<file path="src/rtl/bus_interface.sv">
// Load/store unit between the CPU and the word-wide RAM: turns byte/half/word
// requests into lane strobes and RAM controls, aligns load data, rejects bad accesses.
module bus_interface #(
  parameter logic [31:0] MEM_BASE      = 32'h0000_0000,
  parameter int unsigned MEM_ADDR_BITS = 12
) (
  input  logic        clock,
  input  logic        reset,
  input  logic        req,
  input  logic        write,
  input  logic [1:0]  cycle_width,
  input  logic        sign_extend,
  input  logic [31:0] address,
  input  logic [31:0] cpu_data_in,
  output logic [31:0] cpu_data_out,
  output logic        ready,
  output logic        bus_error,
  output logic        mem_cs,
  output logic [29:0] mem_address,
  output logic [31:0] mem_data_out,
  input  logic [31:0] mem_data_in,
  output logic [3:0]  mem_data_strobes,
  output logic        mem_read,
  output logic        mem_write
);

  typedef enum logic [1:0] {
    IDLE     = 2'd0,
    ACCESS   = 2'd1,
    COMPLETE = 2'd2
  } state_e;

  typedef enum logic [1:0] {
    W_BYTE    = 2'b00,
    W_HALF    = 2'b01,
    W_WORD    = 2'b10,
    W_ILLEGAL = 2'b11
  } width_e;

  state_e      state_q, state_d;
  logic        write_q, write_d;
  width_e      width_q, width_d;
  logic        sign_q, sign_d;
  logic [1:0]  offset_q, offset_d;
  logic        err_q, err_d;
  logic        mem_cs_q, mem_cs_d;
  logic        mem_read_q, mem_read_d;
  logic        mem_write_q, mem_write_d;
  logic [29:0] mem_address_q, mem_address_d;
  logic [31:0] mem_data_out_q, mem_data_out_d;
  logic [3:0]  strobes_q, strobes_d;
  logic        ready_q, ready_d;
  logic        bus_error_q, bus_error_d;
  logic [31:0] cpu_data_out_q, cpu_data_out_d;

  width_e      req_width;
  logic        req_error;
  logic [3:0]  req_strobes;
  logic [31:0] req_data;
  logic [7:0]  rd_byte;
  logic [15:0] rd_half;
  logic [31:0] rd_aligned;

  // Request decode: big-endian lane mapping, store-data replication, legality.
  // NOTE: every signal written in an always_comb gets a default first, so no
  // path through the case statements can leave it unassigned and infer a latch.
  always_comb begin
    req_width   = width_e'(cycle_width);
    req_strobes = 4'b0000;
    req_data    = 32'h0;
    req_error   = (address[31:MEM_ADDR_BITS] != MEM_BASE[31:MEM_ADDR_BITS]);
    case (req_width)
      W_BYTE: begin
        req_strobes = 4'b1000 >> address[1:0];
        req_data    = {4{cpu_data_in[7:0]}};
      end
      W_HALF: begin
        req_error   = req_error | address[0];
        req_strobes = address[1] ? 4'b0011 : 4'b1100;
        req_data    = {2{cpu_data_in[15:0]}};
      end
      W_WORD: begin
        req_error   = req_error | (address[1:0] != 2'b00);
        req_strobes = 4'b1111;
        req_data    = cpu_data_in;
      end
      default: req_error = 1'b1;
    endcase
  end

  // Load alignment: pick the addressed lane(s) and extend into the upper bits.
  always_comb begin
    rd_byte    = mem_data_in[{~offset_q, 3'b000} +: 8];
    rd_half    = offset_q[1] ? mem_data_in[15:0] : mem_data_in[31:16];
    rd_aligned = mem_data_in;
    case (width_q)
      W_BYTE:  rd_aligned = {{24{sign_q & rd_byte[7]}}, rd_byte};
      W_HALF:  rd_aligned = {{16{sign_q & rd_half[15]}}, rd_half};
      default: rd_aligned = mem_data_in;
    endcase
  end

  always_comb begin
    state_d        = state_q;
    write_d        = write_q;
    width_d        = width_q;
    sign_d         = sign_q;
    offset_d       = offset_q;
    err_d          = err_q;
    cpu_data_out_d = cpu_data_out_q;
    mem_cs_d       = 1'b0;
    mem_read_d     = 1'b0;
    mem_write_d    = 1'b0;
    mem_address_d  = 30'h0;
    mem_data_out_d = 32'h0;
    strobes_d      = 4'b0000;
    ready_d        = 1'b0;
    bus_error_d    = 1'b0;
    case (state_q)
      IDLE: begin
        if (req) begin
          write_d  = write;
          width_d  = req_width;
          sign_d   = sign_extend;
          offset_d = address[1:0];
          err_d    = req_error;
          if (req_error) begin
            state_d = COMPLETE;
          end else begin
            state_d        = ACCESS;
            mem_cs_d       = 1'b1;
            mem_read_d     = !write;
            mem_write_d    = write;
            mem_address_d  = address[31:2];
            mem_data_out_d = req_data;
            strobes_d      = req_strobes;
          end
        end
      end
      ACCESS: begin
        // The RAM has registered its read data on the falling edge of this cycle.
        if (!write_q) cpu_data_out_d = rd_aligned;
        state_d = COMPLETE;
      end
      COMPLETE: begin
        ready_d     = 1'b1;
        bus_error_d = err_q;
        state_d     = IDLE;
      end
      default: state_d = IDLE;
    endcase
  end

  // NOTE: state is updated with non-blocking assignments only, so every flop
  // samples the values computed before the edge regardless of process order.
  always_ff @(posedge clock) begin
    if (reset) begin
      state_q        <= IDLE;
      write_q        <= 1'b0;
      width_q        <= W_BYTE;
      sign_q         <= 1'b0;
      offset_q       <= 2'b00;
      err_q          <= 1'b0;
      mem_cs_q       <= 1'b0;
      mem_read_q     <= 1'b0;
      mem_write_q    <= 1'b0;
      mem_address_q  <= 30'h0;
      mem_data_out_q <= 32'h0;
      strobes_q      <= 4'b0000;
      ready_q        <= 1'b0;
      bus_error_q    <= 1'b0;
      cpu_data_out_q <= 32'h0;
    end else begin
      state_q        <= state_d;
      write_q        <= write_d;
      width_q        <= width_d;
      sign_q         <= sign_d;
      offset_q       <= offset_d;
      err_q          <= err_d;
      mem_cs_q       <= mem_cs_d;
      mem_read_q     <= mem_read_d;
      mem_write_q    <= mem_write_d;
      mem_address_q  <= mem_address_d;
      mem_data_out_q <= mem_data_out_d;
      strobes_q      <= strobes_d;
      ready_q        <= ready_d;
      bus_error_q    <= bus_error_d;
      cpu_data_out_q <= cpu_data_out_d;
    end
  end

  assign cpu_data_out     = cpu_data_out_q;
  assign ready            = ready_q;
  assign bus_error        = bus_error_q;
  assign mem_cs           = mem_cs_q;
  assign mem_address      = mem_address_q;
  assign mem_data_out     = mem_data_out_q;
  assign mem_data_strobes = strobes_q;
  assign mem_read         = mem_read_q;
  assign mem_write        = mem_write_q;

endmodule

</file>
<file path="config.mk">
export PLATFORM = sky130hd
export DESIGN_NAME = bus_interface
export DESIGN_NICKNAME = d
export VERILOG_FILES = /design/src/rtl/bus_interface.sv
export SDC_FILE = /design/constraint.sdc
export NUM_CORES = 1
export LEC_CHECK = 0
export ABC_AREA = 1
export CORE_ASPECT_RATIO = 1.75
export CORE_UTILIZATION = 55
export DETAILED_ROUTE_END_ITERATION = 10
export DONT_BUFFER_PORTS = 1
export PLACE_DENSITY = 0.76
export SLEW_MARGIN = 5
export SYNTH_ARGS = -nofsm -noshare
export SYNTH_HDL_FRONTEND = slang
export SYNTH_SLANG_ARGS = --single-unit
</file>
<file path="constraint.sdc">
create_clock -name clock -period 2 [get_ports clock]
set_input_delay 0.2 -clock clock [delete_from_list [all_inputs] [get_ports clock]]
set_output_delay 0.2 -clock clock [all_outputs]
set_load 0.1 [all_outputs]
</file>
; Yosys cells after proc, flatten, opt, wreduce, memory -nomap -nowiden
; Cells that the tools add are included.
[totals]
word_cells = 54
n_memories = 0
ramBits = 0
romBits = 0
in_bits = 103
reg_bits = 112
output_inout_bits = 103
latch_bits = 0
[classes]
n_bitwise = 9
order_cmp = 0
n_mux = 11
n_mul = 0
n_shift = 2
n_reduce_logical = 11
addsub = 0
eq_ne = 6
n_div = 0
[op_table]
columns = cell, count
row1 = 32-bit case mux with 3 select lines, 1
row2 = 32-bit case mux with 2 select lines, 1
row3 = 32-bit by 6-bit variable part select with 8-bit output, 1
row4 = 20-bit nonzero test, 1
row5 = 16-bit 2-to-1 mux, 1
row6 = 4-bit case mux with 3 select lines, 1
row7 = 2-bit by 1-bit equality test with 1-bit output (second input constant), 3
row8 = 2-bit zero test, 3
row9 = 2-bit equality test (second input constant), 2
row10 = 2-bit 2-to-1 mux, 2
row11 = 4-bit 2-to-1 mux, 1
row12 = 1-bit NOT, 4
row13 = 2-bit case mux with 2 select lines, 1
row14 = 2-bit AND reduction, 2
row15 = 4-bit OR reduction, 1
row16 = 4-bit by 2-bit right shift with 4-bit output (first input constant), 1
row17 = 1-bit case mux with 3 select lines, 1
row18 = 3-bit OR reduction, 1
row19 = 1-bit AND, 2
row20 = 1-bit 2-to-1 mux, 2
row21 = 2-bit inequality test (second input constant), 1
row22 = 2-bit NOT, 1
row23 = 1-bit OR, 2
row24 = 2-bit nonzero test, 1
row25 = other kinds (2), 2

; Logic depth before layout (Yosys ltp)
[logic_depth]
word_depth = 6
ltp_mapped = 9
ltp_nobuf = 8

; Least setup slack after synthesis
; OpenSTA, ideal clock, no wires.
[synth_timing]
path_kind = flip-flop to flip-flop
start = register, netlist name cpu_data_out[22]
end = register cpu_data_out_q[22] (netlist: cpu_data_out[22])
setup_slack_ns = 0.586
period_less_slack_ns = 1.414
setup_time_ns = 0.055
arrival_ns = 1.359
required_ns = 1.945
path_stages_with_launch = 4
n_path_buf = 0
cell_sequence = dfxtp_1 > o21ai_0 > o21bai_4 > inv_2
[synth_rtl]
columns = item, line_no
row1 = "end signal, assigned", 188  ; cpu_data_out_q <= cpu_data_out_d;
row2 = "end, declared", 54  ; logic [31:0] cpu_data_out_q, cpu_data_out_d;

; Final worst setup path
[layout_timing]
start = register offset_q[1]
end = register cpu_data_out_q[17] (netlist: cpu_data_out[17])
[layout_via]
elab_chain_len = 4
word_cells_on_any_way = 6
classes_between = shift (1) / mux (2) / bitwise (3)
[layout_lines]
columns = item, line_no
row1 = "start, declared", 44  ; logic [1:0] offset_q, offset_d;
row2 = "start signal, assigned", 178  ; offset_q <= offset_d;
row3 = 2-bit NOT, 93  ; rd_byte = mem_data_in[{~offset_q, 3'b000} +: 8];
row4 = 32-bit by 6-bit variable part select with 8-bit output, 93
row5 = 1-bit AND, 97  ; W_BYTE: rd_aligned = {{24{sign_q & rd_byte[7]}}, rd_byte};
row6 = 32-bit case mux with 2 select lines *, 96  ; case (width_q)
; Mark *: on every way between the ends. The rest lies on a longest branch, timed or not.
; A chain may end at the register's enable or synchronous reset.

==> results.json <==
{
  "status": "completed",
  "ios": 206,
  "area_growth_pct": 29.6,
  "setup_viol": 0,
  "netlist-cell-type-count": 38,
  "cts_hold_buffers": 36,
  "synth-main-ff-cell": "dfxtp_1",
  "cts_sinks": 112,
  "die_area_um2": 8910,
  "crit_fanout": 16,
  "num_rows": 44,
  "finalSetupTns_ns": 0,
  "post-route-drc-count": 0,
  "synth_top_area_share_pct": 47.9,
  "die_width_um": 71.8,
  "avgSynthCellArea_um2": 8.06,
  "stdcell_area_um2": 6070,
  "slowest_delay_ns": 0.36,
  "fillers": 569,
  "slew_headroom_pct": 62.2,
  "synthCells": 581,
  "clk_pin_slew_ns": 0.07,
  "detail-route-antenna-nets": 0,
  "hpwl_mm": 9.33,
  "yosysTopAreaCell": "dfxtp_1",
  "grt_max_degree": 67,
  "finalNetCount": 816,
  "yosysMostFrequentCell": "dfxtp_1",
  "gr-usage-all-layers_pct": 30.3,
  "leakagePower_nw": 3.13,
  "antenna_cells": 0,
  "finalClockSkew_ns": 0.00344,
  "fin_util_pct": 73.6,
  "irDropWorstVdd_mv": 0.682,
  "antenna_found_initial": 0,
  "synth_area_leaders": "dfxtp_1 48%, nand2_1 7.4%, inv_1 6.7%",
  "dr.pass1.iters": 7,
  "routabilityCongestion": 0.833,
  "synthTopCellsByCount": "112 x dfxtp_1, 93 x nand2_1, 84 x inv_1",
  "die_y_um": 124,
  "place_area_um2": 5440,
  "netlist_area_um2": 4690,
  "dp_slack_ns": 0.424,
  "cts_tree": "done",
  "powerDensity_nw_per_um2": 806,
  "grt_pass1_vias": 4531,
  "dr_total_vias": 4366,
  "yosysWarnings": 0,
  "cts-root-buf": "clkbuf_16",
  "portBuffers": 0,
  "overflow": 0,
  "hold_violations": 0,
  "layout-drive-gt1-share_pct": 24.7,
  "path_delay_family": "simple AND/OR/NAND/NOR gates",
  "cap_violations": 0,
  "arrival_ns": 1.81,
  "cts_setup_buffers": 0,
  "h-tree-depth": 3,
  "wl_per_cell_um": 16.8,
  "path_buf_inv": 2,
  "tightest_slew_ns": 0.563,
  "finalWirelength_mm": 13.5,
  "cp_slowest_cell": "dfxtp_1",
  "drt-initial-drc-count": 246,
  "finalCriticalPeriod_ns": 1.58,
  "fmax_mhz": 632,
  "start_kind": "flip-flop",
  "core_area_um2": 8260,
  "clock_path_buffers": 2,
  "finalCritPeriodShare_pct": 79.2,
  "cts_buffers": 9,
  "path_cells": "buf_4 -> nand2_1 -> nand3_2 -> nand4_4 -> nand3_4 -> o21bai_1 -> inv_1",
  "ys_seq_elements": 112,
  "synth_nets": 688,
  "ys_seq_area_share_pct": 47.9,
  "path_class": "flip-flop to flip-flop",
  "power_mw": 4.89,
  "viasPerCell": 5.42,
  "hp-class": "input port to flip-flop",
  "cts_resized": 0,
  "synth_edf_count": 0,
  "clock_latency_ns": 0.34,
  "initial_core_util_pct": 56.7,
  "rsz0062_at_grt": "no",
  "async_flop_share_pct": 0,
  "required_ns": 2.23,
  "cp-end-kind": "flip-flop",
  "drv_slew": 0,
  "grt_pass1_wl_mm": 20.8,
  "fin_ws_ns": 0.417
}
-- sequential cells by signal, summed over array words and instances, names as in the netlist, 2 cells and up --
name,flops
state_q,2
width_q,2
cpu_data_out,32
offset_q,2
mem_data_out,32
mem_data_strobes,4
mem_address,30
-- layout by cell type, fill, tap and decap left out, types with 4 or more instances in the layout --
master and count:
clkbuf_16 9, o21bai_2 7, inv_1 84, nor2_2 13, o21bai_1 6, buf_4 111, ha_1 4, inv_2 10
o21ai_0 34, nor2_1 71, nand3_1 18, a21oi_1 38, dlygate4sd3_1 36, nand2_1 93, a22oi_1 8, dfxtp_1 112
a31oi_1 4, a22o_1 8, o211ai_1 14
-- layer usage --
metal	vias up	GRT usage (%)	part of all wire (%)
met1	2021	28.9	33
met2	216	57.0	55
met5	-	0	0
met4	0	16.9	4.4
met3	46	8.66	7.7
li1	2083	-	-
-- worst paths after layout --
kind,cells after the start,endpoint,slack [ns],start
worst max-delay path,7,cpu_data_out[17]$_SDFFE_PP0P_,0.42,offset_q[1]$_SDFFE_PP0P_
worst min-delay path,2,mem_data_out[5]$_SDFF_PP0_,0.007,cpu_data_in[5]
worst max register to register,7,cpu_data_out[17]$_SDFFE_PP0P_,0.42,offset_q[1]$_SDFFE_PP0P_
worst min register to register,2,bus_error$_SDFF_PP0_,0.48,err_q$_SDFFE_PP0P_
-- metrics by stage --
step,std cells,hold slack [ns]
floorplan,581,0.269
global placement,754,0.271
detailed placement,754,0.274
CTS,805,0.00228
global route,805,0.00693
finish,805,0.00743
-- worst reg2reg max path, delay by kind of cell, from the launching register on --
family / cells / cell delay, ns
and+or+nand+nor: 4 / 0.64
AOI/OAI and AO/OA: 1 / 0.24
DFF: 1 / 0.36
buffers and inverters: 2 / 0.24
-- cells by family after synthesis --
| family | synth area share (%) |
|---|---|
| buffers and inverters | 12.3 |
| DFF | 47.9 |
| AOI/OAI and AO/OA | 17.8 |
| adders and majority gates | 1.07 |
| and+or+nand+nor | 21.0 |
-- power by group --
| part | total (mW) | switching, mW | internal (mW) |
|---|---|---|---|
| Sequential | 2.33 | 0.0392 | 2.29 |
| Combinational | 0.903 | 0.656 | 0.247 |
| Clock | 1.66 | 0.785 | 0.878 |
-- final cells by class --
| type | instances | area, um2 | area share (%) |
|---|---|---|---|
| well taps | 92 | 115 | 1.89 |
| multi-input cells | 343 | 1870 | 30.8 |
| clock buffers | 11 | 243 | 4.00 |
| inverters | 95 | 362 | 5.95 |
| repair buffers | 148 | 1210 | 20.0 |
| flip-flops and latches | 112 | 2240 | 36.9 |
| clock inverters | 4 | 31.3 | 0.515 |
(Power assumes the default switching activity.)
